===== src/rtl/alu_issue_ctrl.sv =====
// alu_issue_ctrl: issues one operation at a time to an external combinational
// ALU. Registers the operands and the decoded ALU code, waits a fixed number of
// settle cycles, captures the result, and holds it until the consumer takes it.
//
// Handshakes: a transfer happens on a rising edge where valid and ready are both
// 1. valid, once raised by the block (rsp_valid), is held with stable payload
// until that transfer edge; req_ready never depends on req_valid.
module alu_issue_ctrl #(
    parameter int SETTLE_CYCLES = 1
) (
    input  logic        clk,
    input  logic        rst_n,
    input  logic        req_valid,
    output logic        req_ready,
    input  logic [1:0]  req_ALUOp,
    input  logic [5:0]  req_funct,
    input  logic [31:0] req_A,
    input  logic [31:0] req_B,
    output logic [31:0] SrcA,
    output logic [31:0] SrcB,
    output logic [3:0]  ALU_Opt,
    input  logic [31:0] ALU_Res,
    input  logic        Zero,
    output logic        rsp_valid,
    input  logic        rsp_ready,
    output logic [31:0] rsp_Res,
    output logic        rsp_Zero,
    output logic        rsp_Illegal
);

    localparam logic [1:0] ST_IDLE = 2'd0;
    localparam logic [1:0] ST_WAIT = 2'd1;
    localparam logic [1:0] ST_RESP = 2'd2;

    // Out-of-range settle values fall back to a single settle cycle.
    localparam int SETTLE_EFF = (SETTLE_CYCLES >= 1 && SETTLE_CYCLES <= 15) ? SETTLE_CYCLES : 1;
    localparam logic [3:0] SETTLE_LOAD = 4'(SETTLE_EFF - 1);

    localparam logic [3:0] OPT_AND = 4'b0000;
    localparam logic [3:0] OPT_OR  = 4'b0001;
    localparam logic [3:0] OPT_ADD = 4'b0010;
    localparam logic [3:0] OPT_SUB = 4'b0110;
    localparam logic [3:0] OPT_SLT = 4'b0111;
    localparam logic [3:0] OPT_NOR = 4'b1100;
    localparam logic [3:0] OPT_ILL = 4'b1111;

    logic [1:0] state;
    logic [3:0] settle_cnt;
    logic [3:0] dec_opt;
    logic       dec_illegal;
    logic       accept;

    // Ready only while idle and out of reset; response valid only while responding.
    assign req_ready = rst_n && (state == ST_IDLE);
    assign rsp_valid = (state == ST_RESP);
    assign accept    = req_valid && req_ready;

    // Decode the operation class and funct field into the ALU control code.
    always_comb begin
        dec_opt     = OPT_ILL;
        dec_illegal = 1'b1;
        case (req_ALUOp)
            2'b00: begin dec_opt = OPT_ADD; dec_illegal = 1'b0; end
            2'b01: begin dec_opt = OPT_SUB; dec_illegal = 1'b0; end
            2'b10: begin
                dec_illegal = 1'b0;
                case (req_funct)
                    6'b100100: dec_opt = OPT_AND;
                    6'b100101: dec_opt = OPT_OR;
                    6'b100000: dec_opt = OPT_ADD;
                    6'b100010: dec_opt = OPT_SUB;
                    6'b101010: dec_opt = OPT_SLT;
                    6'b100111: dec_opt = OPT_NOR;
                    default: begin
                        dec_opt     = OPT_ILL;
                        dec_illegal = 1'b1;
                    end
                endcase
            end
            default: begin dec_opt = OPT_ILL; dec_illegal = 1'b1; end
        endcase
    end

    // Operand and opcode registers feeding the ALU; they change only on accept.
    always_ff @(posedge clk or negedge rst_n) begin
        if (!rst_n) begin
            SrcA    <= '0;
            SrcB    <= '0;
            ALU_Opt <= '0;
        end else if (accept) begin
            SrcA    <= req_A;
            SrcB    <= req_B;
            ALU_Opt <= dec_opt;
        end
    end

    // Sequencing: idle -> settle wait -> respond; illegal requests skip the wait.
    always_ff @(posedge clk or negedge rst_n) begin
        if (!rst_n) begin
            state      <= ST_IDLE;
            settle_cnt <= '0;
        end else begin
            case (state)
                ST_IDLE: begin
                    if (accept) begin
                        if (dec_illegal) begin
                            state <= ST_RESP;
                        end else begin
                            state      <= ST_WAIT;
                            settle_cnt <= SETTLE_LOAD;
                        end
                    end
                end
                ST_WAIT: begin
                    if (settle_cnt == 4'd0) begin
                        state <= ST_RESP;
                    end else begin
                        settle_cnt <= settle_cnt - 4'd1;
                    end
                end
                ST_RESP: begin
                    if (rsp_ready) begin
                        state <= ST_IDLE;
                    end
                end
                default: state <= ST_IDLE;
            endcase
        end
    end

    // Response payload: cleared marker for illegal requests, ALU capture after settling.
    always_ff @(posedge clk or negedge rst_n) begin
        if (!rst_n) begin
            rsp_Res     <= '0;
            rsp_Zero    <= 1'b0;
            rsp_Illegal <= 1'b0;
        end else if (state == ST_IDLE && accept && dec_illegal) begin
            rsp_Res     <= '0;
            rsp_Zero    <= 1'b0;
            rsp_Illegal <= 1'b1;
        end else if (state == ST_WAIT && settle_cnt == 4'd0) begin
            rsp_Res     <= ALU_Res;
            rsp_Zero    <= Zero;
            rsp_Illegal <= 1'b0;
        end
    end

endmodule


===== config.mk =====
export PLATFORM = sky130hd
export DESIGN_NAME = alu_issue_ctrl
export DESIGN_NICKNAME = d
export VERILOG_FILES = /design/src/rtl/alu_issue_ctrl.sv
export SDC_FILE = /design/constraint.sdc
export NUM_CORES = 1
export LEC_CHECK = 0
export CAP_MARGIN = 20
export CORE_ASPECT_RATIO = 0.9
export CORE_UTILIZATION = 44
export CTS_BUF_LIST = sky130_fd_sc_hd__clkbuf_4 sky130_fd_sc_hd__clkbuf_8 sky130_fd_sc_hd__clkbuf_16
export CTS_CLUSTER_DIAMETER = 80
export DETAILED_ROUTE_END_ITERATION = 12
export PLACE_DENSITY = 0.86
export SYNTH_ARGS = -nofsm -noshare
export SYNTH_HDL_FRONTEND = slang
export SYNTH_SLANG_ARGS = --single-unit

===== constraint.sdc =====
create_clock -name clk -period 3.7 [get_ports clk]
set_input_delay 1.11 -clock clk [delete_from_list [all_inputs] [get_ports clk]]
set_output_delay 1.11 -clock clk [all_outputs]
set_load 0.02 [all_outputs]

==> metrics list <==
- The layout has 730 filler cells.
- Worst min-delay path endpoint: SrcA[26]$_DFFE_PN0P_
* Post-detailed-route via-to-cell ratio: 4.921
* Largest cells by area after synthesis: sky130_fd_sc_hd__dfrtp_1, sky130_fd_sc_hd__nand2_1, sky130_fd_sc_hd__a21oi_1
- Cells with a size suffix above 1 make up 4.310% of the layout.
- Hold is met by 477.1 ps.
* Start-to-end type of the worst setup path: in -> out
- Power consumption: 5281 uW
- Chip Width: 107.2 um
* Outcome: complete, no violations
- The placed instances occupy a cell area of 0.006560 mm2.
- Critical path endpoint category: primary output
- Count of cell types in the netlist: 31
- Setup slack on the worst reg-to-reg path comes out at 1580 ps.
* RSZ-0062 raised after global routing: false
- Std cell rows: 34
- Worst Hold Class: reg -> reg
- Power Dens Cells: 776.6 mW/mm2
- For the final routed database, the setup TNS stands at 0 ps.
- Nets: 803
* Estimated wirelength of the detail-placed design: 8255 um
- GR met1 Demand/Resource: 27.01%
- Along the worst path, the maximum fanout reaches 3.
- For this design, the sink count on the clock tree is 108.
- For this block, the initial DRC count from the detailed router was 213.
- Register bit count reported by yosys: 108
- GRT busiest layer: met2
- Xor/xnor share of the synthesized area: 0%
- Relative slew margins: 53.60%
- For this design, the CTS-stage hold fixing added 0 buffers.
- Non-Filler Cell Area, Final: 0.006800 mm2
* Number of cells on the worst reg-to-reg path: 7
* Basic-gate share of the synthesized area counting and, or, nand and nor cells: 25.96%
- Counting every net in the synthesized netlist gives 599.
- Routed Wire Length: 11410 um
- Area share of the leading cell type in the synthesized netlist: 61.68%
- Netlist area before placement: 0.004382 mm2
- Critical R2R Launch: settle_cnt[0]$_DFFE_PN0P_
- Clock transition at the registers of the reported paths: 90 ps
- Prevailing post-synth register cell: sky130_fd_sc_hd__dfrtp_1
* Library cell with the largest summed area after synthesis: sky130_fd_sc_hd__dfrtp_1
* Wire length per cell: 13.88 um
* Clock insertion delay at the later pin of the skew report: 350 ps
- Worst Setup Start Kind: input pin
* Global-route wire length before repair: 18730 um
- For this configuration, the core starts out at a cell density of 45.37%.
- From bottom edge to top edge, the die measures 96.67 um.
- Number of buffers inserted to repair setup after CTS: 0
- Number of antenna violations at the first check in global routing: 0
- Number of setup violations in the final report: 0
- The cell sitting at the root of the clock tree is a sky130_fd_sc_hd__clkbuf_8.
* Clock tree from TritonCTS: done
- Sequential fraction of the synthesis area: 61.68%
* Number of stages on the worst hold path: 2
* Async set-reset flop share out of synthesis: 100.0%
- Counting every instance in the synthesized netlist gives 488.
- The hold violation count in the final report is 0.
* Number of maximum-capacitance violations: 0
- Antenna Nets Post-Route: 0
- The via count of the first global-routing pass came to 4010.
- At the pin with the least slew margin, the transition time is 696.0 ps.
- The worst hold path begins at SrcA[26]$_DFFE_PN0P_.
* Largest family of logic cells by synthesized area: simple AND/OR/NAND/NOR gates
- Port buffering added 212 buffers.
- DRC violation count after routing: 0
- The die covers 0.01036 mm2.
- For the finished layout, the period the worst path requires is 3212 ps.
- The final route contains 4045 vias.
- 213 I/O pins were placed.
- Cell Chain, Critical Path: buf_4 > nor3b_2 > clkdlybuf4s50_1
* Most repeated cell in the gate-level netlist after synthesis: sky130_fd_sc_hd__nand2_1
- The final critical path takes up 86.80% of the cycle.
- Max stage delay on crit path: 690 ps
- Multiplexer cells account for 0.4854% of the synthesized area.
- Max Slew Vio Count: 0
- Highest Clock Rate: 311.4 MHz
* Worst clock skew on the final layout: 13.73 ps
- Total CTS buffers: 9
* Number of resized instances in the post-cts repair step: 0
- The Yosys step of the flow raised 0 warnings.
* Number of synthesized flops with an enable pin: 0
* Average size of a mapped cell: 8.979 um2
- Worst r2r dst: rsp_Res[7]$_DFFE_PN0P_
* Synth Area in Compound Gates: 7.424%
- The largest individual stage delay along the critical path comes from the cell sky130_fd_sc_hd__clkdlybuf4s50_1.
- Length of the first detailed-routing pass in iterations: 4
* Area overhead of the layout relative to synthesis: 55.20%
* Met3 track utilization from global routing: 4.717%
- The repair_antennas step left the layout with diodes totalling 0.
* Placeable Area: 0.009657 mm2
- Global routing consumed, over all layers together, 22.50% of the routing resources.
- Met2 Track Usage GR: 39.60%
- Most instantiated cells after synthesis: sky130_fd_sc_hd__nand2_1, sky130_fd_sc_hd__dfrtp_1, sky130_fd_sc_hd__a21oi_1, sky130_fd_sc_hd__buf_2, sky130_fd_sc_hd__clkbuf_1
- The clock passes through at most 2 buffers.
- Data on the critical path arrives at its endpoint at 2100 ps.
- Total overflow reported by the global router: 0
* Worst supply voltage drop on vdd: 397.7 uV
* Area share of fa/ha/maj cells after synthesis: 0.5711%
- Data on the critical path is required at its endpoint by 2590 ps.
- Routability-driven placement finished with a final weighted congestion of 0.8086.
- Summed over all cells, the static leakage comes to 0.003175 uW.
- Maximum level of the CTS H-tree: 3
- Largest net degree at the start of global routing: 85
placed cells by master (no fill, tap or decap), types with 2 or more instances in the layout:
master,n
sky130_fd_sc_hd__a211o_1,4
sky130_fd_sc_hd__ha_1,2
sky130_fd_sc_hd__nand3_1,2
sky130_fd_sc_hd__a21oi_1,41
sky130_fd_sc_hd__a21o_1,2
sky130_fd_sc_hd__nand3b_1,2
sky130_fd_sc_hd__nor4_1,2
sky130_fd_sc_hd__buf_4,7
sky130_fd_sc_hd__dfrtp_1,108
sky130_fd_sc_hd__o21ai_0,3
sky130_fd_sc_hd__nor3_1,2
sky130_fd_sc_hd__nand2b_1,3
sky130_fd_sc_hd__nor2_1,5
sky130_fd_sc_hd__clkdlybuf4s50_1,211
sky130_fd_sc_hd__nand2_1,263
sky130_fd_sc_hd__clkbuf_8,10
sky130_fd_sc_hd__nor3b_2,2
sky130_fd_sc_hd__inv_1,6
routing by layer:
metal | wire length [um] | share of wire, % | vias to the layer above
met1 | 4500 | 39 | 1921
met3 | 797 | 7.0 | 24
li1 | - | - | 1948
met2 | 5858 | 51 | 152
met4 | 254 | 2.2 | 0
met5 | 0 | 0 | -
metrics by stage:
| stage | setup WS [ps] | utilization (%) | std cells |
|---|---|---|---|
| 6_report | 488.3 | 70.42 | 822 |
| 5_1_grt | 468.7 | 70.42 | 822 |
| 4_1_cts | 477.2 | 69.98 | 820 |
| 3_5_place_dp | 476.8 | 67.93 | 805 |
| 3_3_place_gp | 471.3 | 67.93 | 805 |
| 2_1_floorplan | 1116 | - | 488 |
worst max-delay path, delay by kind of cell:
kind                   cells  cell delay, ps
buffers and inverters      2             780
and+or+nand+nor            1             220
worst max path at each step:
stage / start / end / slack, ps / depth (start not counted)
after floorplan: rst_n / req_ready / 1120 / 1
after global placement: rst_n / req_ready / 470 / 3
after detailed placement: rst_n / req_ready / 480 / 3
after CTS: rst_n / req_ready / 480 / 3
after global routing: rst_n / req_ready / 470 / 3
final: rst_n / req_ready / 490 / 3
sequential cells by signal (all words and copies together) (netlist names):
| signal | flops |
|---|---|
| ALU_Opt | 4 |
| state | 2 |
| rsp_Illegal | 1 |
| SrcB | 32 |
| settle_cnt | 4 |
| SrcA | 32 |
| rsp_Zero | 1 |
| rsp_Res | 32 |
power by group:
group	total, uW	internal [uW]	switching [uW]
Sequential	1990	1700	296
Combinational	2570	1220	1350
Clock	716	331	386
Total	5280	3250	2030
cells by family (layout without fill, tap and decap cells):
| group | Yosys count | count (layout) |
|---|---|---|
| muxes | 2 | 2 |
| DFF | 108 | 108 |
| buffers and inverters | 33 | 241 |
| AOI/OAI and AO/OA | 56 | 56 |
| adders and majority gates | 2 | 2 |
| and+or+nand+nor | 287 | 287 |
area by class of cell:
cell class	instances	area (um2)	share of cell area, %
Clock inverter	5	60.06	0.8832
Multi-Input combinational cell	347	1513	22.24
Sequential cell	108	2703	39.74
Timing Repair Buffer	220	2207	32.46
Tap cell	126	157.7	2.318
Clock buffer	10	137.6	2.024
Inverter	6	22.52	0.3312
No activity file was read; power rests on OpenSTA's default activity.
